## config.mk

```make
export PLATFORM = sky130hd
export DESIGN_NAME = fifo_wr_ctrl
export DESIGN_NICKNAME = d
export VERILOG_FILES = /design/src/rtl/fifo_wr_ctrl.sv
export SDC_FILE = /design/constraint.sdc
export NUM_CORES = 1
export LEC_CHECK = 0
export ABC_AREA = 1
export CORE_ASPECT_RATIO = 0.9
export CORE_UTILIZATION = 49
export CTS_BUF_LIST = sky130_fd_sc_hd__clkbuf_16
export CTS_CLUSTER_DIAMETER = 40
export DETAILED_ROUTE_END_ITERATION = 10
export PLACE_DENSITY = 0.82
export SLEW_MARGIN = 20
export SYNTH_ARGS = -nofsm -noshare
export SYNTH_HDL_FRONTEND = slang
export SYNTH_SLANG_ARGS = --single-unit
```

## constraint.sdc

```tcl
create_clock -name clk -period 2.6 [get_ports clk]
set_input_delay 0.52 -clock clk [delete_from_list [all_inputs] [get_ports clk]]
set_output_delay 0.52 -clock clk [all_outputs]
set_load 0.03 [all_outputs]
```

## src/rtl/fifo_wr_ctrl.sv

```systemverilog
// Write-side pointer / full-flag controller of the dual-clock FIFO (write clock domain).
// Optional almost-full comparator is enabled by defining FIFO_ALMOST_FULL_EN.
module fifo_wr_ctrl #(
  parameter int ADDR_WIDTH = 3,
  parameter int AF_THRESH  = 6
) (
  input  logic                  clk,
  input  logic                  reset_n,
  input  logic                  i_wr_en,
  input  logic [ADDR_WIDTH:0]   i_rd_ptr_sync,
  output logic                  o_mem_we,
  output logic [ADDR_WIDTH-1:0] o_wr_addr,
  output logic [ADDR_WIDTH:0]   o_wr_ptr,
  output logic                  o_full,
  output logic [ADDR_WIDTH:0]   o_wr_level,
  output logic                  o_overflow,
  output logic                  o_almost_full
);
  localparam int PW = ADDR_WIDTH + 1;

  if (ADDR_WIDTH < 2 || AF_THRESH < 1 || AF_THRESH > (1 << ADDR_WIDTH)) begin : g_bad_param
    $error("fifo_wr_ctrl: ADDR_WIDTH must be >=2 and AF_THRESH within 1..depth");
  end

  logic [PW-1:0] wr_bin, wr_bin_next, wr_gray_next;
  logic [PW-1:0] rd_bin, full_cmp, level_next;
  logic          accept;

  assign accept       = i_wr_en & ~o_full;
  assign o_mem_we     = accept;
  assign o_wr_addr    = wr_bin[ADDR_WIDTH-1:0];
  assign wr_bin_next  = wr_bin + {{ADDR_WIDTH{1'b0}}, accept};
  assign wr_gray_next = wr_bin_next ^ (wr_bin_next >> 1);

  // Gray->binary: each bit is the XOR of all Gray bits at and above it.
  for (genvar i = 0; i < PW; i++) begin : g_g2b
    assign rd_bin[i] = ^i_rd_ptr_sync[PW-1:i];
  end

  // Full when write pointer is one lap ahead: top two Gray bits inverted, rest equal.
  assign full_cmp   = {~i_rd_ptr_sync[ADDR_WIDTH:ADDR_WIDTH-1], i_rd_ptr_sync[ADDR_WIDTH-2:0]};
  assign level_next = wr_bin_next - rd_bin;

  always_ff @(posedge clk or negedge reset_n) begin
    if (!reset_n) begin
      wr_bin     <= '0;
      o_wr_ptr   <= '0;
      o_full     <= 1'b0;
      o_wr_level <= '0;
      o_overflow <= 1'b0;
    end else begin
      wr_bin     <= wr_bin_next;
      o_wr_ptr   <= wr_gray_next;
      o_full     <= (wr_gray_next == full_cmp);
      o_wr_level <= level_next;
      o_overflow <= i_wr_en & o_full;
    end
  end

`ifdef FIFO_ALMOST_FULL_EN
  localparam logic [PW-1:0] AF_T = PW'(AF_THRESH);

  always_ff @(posedge clk or negedge reset_n) begin
    if (!reset_n) o_almost_full <= 1'b0;
    else          o_almost_full <= (level_next >= AF_T);
  end
`else
  assign o_almost_full = 1'b0;
`endif

endmodule
```

==> impl_metrics.py <==
metrics = {
    "logic_synthesis": {
        "synth.avg_cell_area_um2": 7.67,
        "yosysUniqueCellTypes": 17,
        "yosys_warnings": 0,
        "synthesis.area_um2": 759,
        "yosysSeqAreaShare_pct": 42.8,
        "yosysTopAreaCellShare_pct": 42.8,
        "synth_commonest_cells": "32 x nand2_1, 20 x inv_1, 13 x dfrtp_1",
        "synth_top_family_by_area": "simple AND/OR/NAND/NOR gates",
        "synth_compound_gate_area_share_pct": 0.659,
        "ys_async_sr_fraction_pct": 100,
        "yosysTopAreaCell": "dfrtp_1",
        "netlist_top_cells_area": "dfrtp_1 43%, nand2_1 16%, ha_1 9.9%, inv_1 9.9%, nand3_1 7.2%",
        "synth_flop_cell": "dfrtp_1",
        "synthMuxAreaShare_pct": 0,
        "synth-edff-count": 0,
        "syn-num-nets": 112,
        "ys_seq_elements": 13,
        "yosys.area_share.simple_pct": 31.3,
        "synthXorXnorAreaFrac_pct": 3.46,
        "yosysMostFrequentCell": "nand2_1",
        "synth_cells": 99,
        "synthAdderAreaFrac_pct": 9.88,
    },
    "clock_tree": {
        "numCtsBuffers": 3,
        "ctsLongestPathBuffers": 2,
        "cts-resized-gates": 0,
        "clock-sinks": 13,
        "hold_buffers": 0,
        "clock_latency_ns": 0.24,
        "htree_num_levels": 1,
        "cts-root-buf": "clkbuf_16",
        "cts.clk_slew.worst_paths_ns": 0.04,
        "cts_setup_buffers": 0,
        "cts_tree": "done",
    },
    "timing": {
        "max_slew_margin_pct": 62.8,
        "finalWorstSetupSlack_ns": 0.160,
        "period_needed_ns": 2.44,
        "hold_slack_ns": 0.521,
        "fin_crit_sh_pct": 93.8,
        "rsz0062_at_grt": "no",
        "worst_pin_slew_ns": 0.556,
        "clock_skew_ns": 0.00223,
        "fmax_mhz": 410,
        "finalSetupViolations": 0,
        "setup-tns-final_ns": 0,
        "report.final.slew_viol_count": 0,
        "hold_viol_final": 0,
    },
    "pwr": {
        "finalPower_mw": 1.58,
        "cellPowerDensity_nw_per_um2": 1480,
        "ir_drop_mv": 0.963,
        "p_leak_nw": 0.587,
    },
    "placed_design": {
        "globalplace.congestion": 0.763,
        "place_area_um2": 986,
        "place_inst": 135,
        "post-place-ws_ns": -0.00932,
        "hpwl_um": 1180,
        "numPortBuffers": 20,
    },
    "detailed_routing": {
        "wl_um": 1520,
        "firstDrtPassIters": 7,
        "routed-via-count": 677,
        "routedWlPerCell_um": 10.9,
        "dr.first_iter.drc_count": 25,
        "drc": 9,
        "vias_per_cell": 4.87,
        "antenna_left": 0,
    },
    "outcome": {
        "violations": "design-rule violations",
        "status": "complete, but fails checks",
    },
    "global_route": {
        "grt_pass1_vias": 599,
        "grt-ovfl-total": 0,
        "antenna_found_initial": 0,
        "grt_pass1_wl_um": 2460,
        "grt_max_degree": 14,
        "grt_usage_pct": 21.2,
    },
    "floorplan": {
        "io_pins": 22,
        "core-area_um2": 1450,
        "initial_core_util_pct": 52.5,
        "die_y_um": 39.4,
        "row_count": 13,
        "die_w_um": 43.5,
        "dieArea_um2": 1710,
    },
    "run": {
        "drv_cap": 0,
    },
    "setup_path": {
        "critical_path.endpoint_type": "primary output",
        "path_max_fanout": 3,
        "cp.arrival_ns": 1.92,
        "critPathKind": "input pin to primary output",
        "worstPathRequired_ns": 2.08,
        "startpoint_type": "input pin",
        "reg2reg_slack_ns": 0.62,
    },
    "final_layout": {
        "layout.cells.non_filler": 139,
        "diodes": 0,
        "synthToLayoutAreaGrowth_pct": 40.2,
        "drive_above_1_share_pct": 8.87,
        "nFillCells": 108,
        "layout.nets": 138,
        "fin_util_pct": 73.6,
        "final_area_um2": 1060,
    },
    "hold_path": {
        "min_path_type": "flop to flop",
    },
}
==> logic make-up after synthesis <==
group | after synthesis
XOR/XNOR | 3
AO/OA/AOI/OAI | 1
buffers and inverters | 22
other | 1
AND/OR/NAND/NOR | 53
adder cells (fa/ha/maj) | 6
flip-flops | 13
==> layout by cell type (no fill, tap or decap), drive strengths merged <==
cell,instances
nor2,2
xor2,2
nand2,36
dfrtp,13
clkbuf,3
nand3,12
xnor2,1
inv,22
clkdlybuf4s50,20
and2,1
buf,2
nand4,1
nand3b,1
conb,1
ha,6
a21oi,1
==> final cells by class <==
type                            instances  area, um^2  area share (%)
Clock buffer                            3        75.1            7.05
Tap cell                               15        18.8            1.76
Inverter                               21        78.8            7.40
Timing Repair Buffer                   22         215            20.2
Sequential cell                        13         325            30.6
Clock inverter                          1        3.75           0.353
Multi-Input combinational cell         64         348            32.7
==> worst max-delay path, cell delays in order <==
cell and delay (ns):
clkdlybuf4s50_1 0.48, inv_1 0.05, nor2_1 0.17, clkdlybuf4s50_1 0.71
==> worst paths after layout <==
path | to | start | cells after the start
worst max-delay path | o_mem_we | i_wr_en | 4
worst min-delay path | o_overflow$_DFF_PN0_ | o_full$_DFF_PN0_ | 2
worst max register to register | o_wr_level[3]$_DFF_PN0_ | o_full$_DFF_PN0_ | 11
worst min register to register | o_overflow$_DFF_PN0_ | o_full$_DFF_PN0_ | 2
max in group asynchronous | o_wr_level[1]$_DFF_PN0_ | reset_n | 1
min in group asynchronous | o_wr_ptr[3]$_DFF_PN0_ | reset_n | 1
==> routing by layer <==
| metal | wire length [um] | vias up | GRT usage [%] |
|---|---|---|---|
| met3 | 53 | 2 | 6.91 |
| met5 | 0 | - | 0 |
| met4 | 16 | 0 | 11.7 |
| li1 | - | 351 | - |
| met1 | 674 | 309 | 23.8 |
| met2 | 773 | 15 | 36.0 |
==> registers in the layout, summed over array words and instances (netlist names) <==
| name | count |
|---|---|
| o_wr_level | 4 |
| wr_bin | 3 |
| o_full | 1 |
| o_wr_ptr | 4 |
| o_overflow | 1 |
==> where the power goes <==
| group | switching, mW | internal [mW] | total (mW) | leakage (nW) |
|---|---|---|---|---|
| Sequential | 0.0499 | 0.304 | 0.354 | 0.157 |
| Combinational | 0.570 | 0.377 | 0.947 | 0.388 |
| Clock | 0.0785 | 0.202 | 0.281 | 0.0423 |
(Power assumes the default switching activity.)
